===== src/rtl/sd_dat_block_rx.sv =====
// sd_dat_block_rx: receive controller for one SD data block on DAT0.
// Waits for the start bit and enables the external DAT shift register
// during the data phase. Strobes out each assembled byte, then checks
// the trailing CRC16-CCITT and the end bit, and reports the result.
// All state updates on the falling clock edge, which is the same edge
// the shift register uses to sample DAT0.
module sd_dat_block_rx #(
  parameter int BLOCK_BYTES  = 512,
  parameter int TIMEOUT_CLKS = 65535
) (
  input  logic       clk,
  input  logic       reset,
  input  logic       start,
  input  logic       sdatain,
  input  logic [7:0] DATASI,
  output logic       oe,
  output logic [7:0] byte_data,
  output logic       byte_valid,
  output logic       busy,
  output logic       done,
  output logic       crc_err,
  output logic       end_err,
  output logic       timeout
);

  localparam int BYTE_W = $clog2(BLOCK_BYTES + 1);
  localparam int TO_W   = $clog2(TIMEOUT_CLKS + 1);

  typedef enum logic [2:0] {
    IDLE,
    WAIT_START,
    DATA,
    CRC,
    ENDBIT,
    FINISH
  } state_t;

  state_t            state;
  logic [2:0]        bit_cnt;
  logic [3:0]        crc_cnt;
  logic [BYTE_W-1:0] byte_cnt;
  logic [TO_W-1:0]   to_cnt;
  logic [15:0]       crc;
  logic [15:0]       crc_next;
  logic              crc_fb;
  logic              unused_datasi_msb;

  // The oldest shift register bit drops out as the last data bit enters.
  assign unused_datasi_msb = DATASI[7];

  // The shift register only captures while the FSM is in the data phase.
  assign oe = (state != DATA);

  // Serial CRC16-CCITT step for the data bit on DAT0 this edge.
  always_comb begin
    crc_fb   = sdatain ^ crc[15];
    crc_next = {crc[14:0], 1'b0} ^ (crc_fb ? 16'h1021 : 16'h0000);
  end

  // Block receive FSM with its counters, CRC register and registered outputs.
  always_ff @(negedge clk or posedge reset) begin
    if (reset) begin
      state      <= IDLE;
      bit_cnt    <= 3'd0;
      crc_cnt    <= 4'd0;
      byte_cnt   <= '0;
      to_cnt     <= '0;
      crc        <= 16'h0000;
      byte_data  <= 8'h00;
      byte_valid <= 1'b0;
      busy       <= 1'b0;
      done       <= 1'b0;
      crc_err    <= 1'b0;
      end_err    <= 1'b0;
      timeout    <= 1'b0;
    end else begin
      byte_valid <= 1'b0;
      done       <= 1'b0;
      case (state)
        IDLE: begin
          if (busy) begin
            busy <= 1'b0;
          end else if (start) begin
            state    <= WAIT_START;
            busy     <= 1'b1;
            crc_err  <= 1'b0;
            end_err  <= 1'b0;
            timeout  <= 1'b0;
            crc      <= 16'h0000;
            bit_cnt  <= 3'd0;
            crc_cnt  <= 4'd0;
            byte_cnt <= '0;
            to_cnt   <= '0;
          end
        end
        WAIT_START: begin
          if (!sdatain) begin
            state <= DATA;
          end else begin
            to_cnt <= to_cnt + 1'b1;
            if (to_cnt == TO_W'(TIMEOUT_CLKS - 1)) begin
              timeout <= 1'b1;
              state   <= FINISH;
            end
          end
        end
        DATA: begin
          crc     <= crc_next;
          bit_cnt <= bit_cnt + 3'd1;
          if (bit_cnt == 3'd7) begin
            byte_data  <= {DATASI[6:0], sdatain};
            byte_valid <= 1'b1;
            byte_cnt   <= byte_cnt + 1'b1;
            if (byte_cnt == BYTE_W'(BLOCK_BYTES - 1)) begin
              state   <= CRC;
              bit_cnt <= 3'd0;
            end
          end
        end
        CRC: begin
          if (sdatain != crc[15]) begin
            crc_err <= 1'b1;
          end
          crc     <= {crc[14:0], 1'b0};
          crc_cnt <= crc_cnt + 4'd1;
          if (crc_cnt == 4'd15) begin
            state <= ENDBIT;
          end
        end
        ENDBIT: begin
          if (!sdatain) begin
            end_err <= 1'b1;
          end
          state <= FINISH;
        end
        FINISH: begin
          done  <= 1'b1;
          state <= IDLE;
        end
        default: begin
          state <= IDLE;
        end
      endcase
    end
  end

endmodule


===== config.mk =====
export PLATFORM = sky130hd
export DESIGN_NAME = sd_dat_block_rx
export DESIGN_NICKNAME = d
export VERILOG_FILES = /design/src/rtl/sd_dat_block_rx.sv
export SDC_FILE = /design/constraint.sdc
export NUM_CORES = 1
export LEC_CHECK = 0
export BUFFER_PORTS_ARGS = -buffer_cell sky130_fd_sc_hd__buf_4
export CAP_MARGIN = 10
export CORE_ASPECT_RATIO = 1.25
export CORE_MARGIN = 5
export CORE_UTILIZATION = 50
export CTS_CLUSTER_SIZE = 16
export DETAILED_ROUTE_END_ITERATION = 8
export PLACE_DENSITY_LB_ADDON = 0.1
export SLEW_MARGIN = 20
export SYNTH_ARGS = -nofsm -noshare
export SYNTH_HDL_FRONTEND = slang
export SYNTH_SLANG_ARGS = --single-unit

===== constraint.sdc =====
create_clock -name clk -period 1.98 [get_ports clk]
set_input_delay 0.099 -clock clk [delete_from_list [all_inputs] [get_ports clk]]
set_output_delay 0.099 -clock clk [all_outputs]
set_load 0.03 [all_outputs]

==> run metrics <==
Synth Cell Area 3042 µm²; sequential area share after synthesis 0.5430; Design Area, Final 3764 µm²; hold path depth 2; Hold Path End byte_data[4]; setup repair after global routing missed its margin yes; FP Rows 31; Critical Path Sink Type primary output; Worst path most repeated cell nor2b_4; Yosys top cell area share 0.5430; Fin. Hold Viols 0; M3 GR Usage 0.04082; fin worst setup slack -0.3594 ns; die height 97.20 µm; Pins Over Slew Limit 0; CTS Sinks 66; ANT nets after route 0; worst-path cell with the longest stage delay dfrtn_1; adder-cell share of the synthesized area 0.02468; Vias/cell 5.308; final setup fails 7; Crit path largest cell delay 0.41 ns; DR vias 2277; root buf cell clkbuf_8; drt wl/cell 14.07 µm; IO Port Bufs 25; Hold Buf Count CTS 0; Synth Area in Compound Gates 0.1378; Die ar. 7753 µm²; post-synthesis simple-gate area fraction 0.2086; Initial Utilization 0.5193; Data required, critical path 1.88 ns; crit-path cells nor2b_4 > nor2b_4 > inv_4 > buf_6; Max VDD drop 0.0007690 V; main combinational cell family by area after synthesis simple AND/OR/NAND/NOR gates; CP delay by family, top flip-flops; initial antenna violation count 0; multi-input combinational cell area 1324 µm²; reg2reg setup slack 0.13 ns; clk_lat worst skew 0.33 ns; FILL cells 480; hpwl dp 4155 µm; yosys warns 0; Post-Layout Cell Count 429; async set-reset flop share out of synthesis 1.000; DRT Pass-1 Iters 6; Max-Cap Viols 0; vias in the first global route 2270; EDFF count, synth 0; gr ovfl total 0; sequential cell area 1652 µm²; R2R Path Start state[1]; CTS max path bufs 2; post-synthesis area per instance 10.35 µm²; Top Ports 27; top cells by area, synth dfrtn_1, nand2_1, a22o_1; clock slew at reported path FFs 0.05 ns; worst slew pin tran 0.4790 ns; grt met1 use 0.2124; Remaining DRCs 0; Min-Delay Path Class reg2reg; CORE AREA 5857 µm²; TritonCTS clock tree done; area grow syn2layout 23.74%; Synth area leader dfrtn_1; Rel. slew slack 0.6778; CP Max Fanout 2; origin of the worst min-delay path byte_data[4]; Die W 79.76 µm; Final Wtd Congestion 0.8303; XOR/XNOR Fraction of Synth Area 0.04319; Yosys reg bits 66; H-tree Lvls 3; failing checks negative setup slack; r2r worst-path depth 7; Inst Count DP 410; GR peak layer met2; mux cell area share after synthesis 0.006993; library cells used by synthesis 44; Setup CP Type reg2out; critical path arrival 2.24 ns; pin count of the biggest net entering global routing 67; worst path bufs/invs 2; static leakage 1.751 nW; Post-Place Cell Area 3471 µm²; first-pass GRT wire length 10260 µm; PwrDens 1331 nW/µm²; # diodes 0; met2 usage 0.2617; Post-Route WL 6034 µm; count leader, synth dfrtn_1; type of origin of the critical path register; GRT Total Usage 0.1689; R2R Path End byte_cnt[7]; Worst Skew 0.006916 ns; Cells after Synth 294; status finished with violations; top cells by count, synth dfrtn_1, nand2_1, nor2_1; DRT iter0 DRCs 52; Most used DFF post-synth dfrtn_1; total CTS buffers 9; nets 360; hold slack 0.4443 ns; Syn Nets 312; proportion of layout cells with a drive suffix above 1 0.2248
## layout make-up
cell class	instances	share of cell area
clock buffer	14	0.04322
tap	82	0.02726
clock inverter	2	0.009309
multi-input combinational	206	0.3517
inverter	8	0.009641
sequential	66	0.4388
timing repair buffer	51	0.1200
## what timing repair did
action / CTS / global route
setup endpoints to repair: 13 / 16
buffers inserted: 2 / 1
gates resized for setup: 15 / 3
hold endpoints to repair: 0 / 0
## kinds of logic after synthesis
group,after synthesis
xor+xnor,15
mux,2
compound gates,61
flops,66
fa+ha+maj,6
buf+inv,22
simple gates,122
## metal layers
metal	routed length (µm)	share of wire
met1	2772	0.46
met5	0	0
met4	165	0.027
met3	257	0.043
met2	2838	0.47
## worst register-to-register path: stages, from the launching register on
cell and delay, ns:
dfrtn_1 0.41, buf_4 0.10, buf_4 0.09, buf_4 0.16, nand4bb_1 0.29, nor4_1 0.43, xnor2_1 0.16, nor2_1 0.05
## worst max-delay path by stage
| stage | start | to | slack [ns] | cells past startpoint |
|---|---|---|---|---|
| 2_1_floorplan | state[1] | oe | -0.25 | 4 |
| 3_3_place_gp | start | to_cnt[12] | -0.25 | 6 |
| 3_5_place_dp | start | to_cnt[14] | -0.27 | 6 |
| 4_1_cts | state[1] | oe | -0.36 | 4 |
| 5_1_grt | state[1] | oe | -0.42 | 4 |
| 6_report | state[1] | oe | -0.36 | 4 |
## through the flow
step	worst slack [ns]	util	total power [W]	TNS [ns]
after floorplan	-0.2507	-	0.003210	-0.9238
after global placement	-0.2507	0.5926	0.003727	-5.842
after detailed placement	-0.2722	0.5926	0.003767	-6.008
after CTS	-0.3648	0.6385	0.005022	-0.5003
after global routing	-0.4186	0.6426	0.005337	-0.8046
final	-0.3594	0.6426	0.005011	-0.4114
## cell usage in the layout (no fill, tap or decap), drive strengths merged, types with 3 or more instances in the layout
cell type | synthesis | routed
and2 | 3 | 3
nor4 | 3 | 3
nand3 | 9 | 9
a22o | 17 | 17
o21ai | 16 | 16
nor2 | 19 | 19
o31ai | 6 | 6
nand2 | 47 | 47
nor2b | 4 | 4
dfrtn | 66 | 66
xor2 | 11 | 11
or4 | 6 | 6
a21oi | 14 | 14
nand4 | 9 | 9
inv | 8 | 7
or3 | 5 | 5
nor3 | 3 | 3
and3 | 3 | 3
buf | 9 | 51
xnor2 | 4 | 4
o211ai | 3 | 3
ha | 6 | 6
clkbuf | 5 | 14
## report_power, final
| group | switching (W) | internal, W | leakage, nW |
|---|---|---|---|
| clock | 0.000474 | 0.000650 | 0.101 |
| combinational | 0.00100 | 0.000848 | 0.792 |
| sequential | 0.000282 | 0.00175 | 0.858 |
## state kept, by name (all words and copies together), names as in the netlist, 3 cells and up
signal and flops:
crc 16, bit_cnt 3, byte_data 8, state 3
crc_cnt 4, to_cnt 16, byte_cnt 10
(Power assumes the default switching activity.)
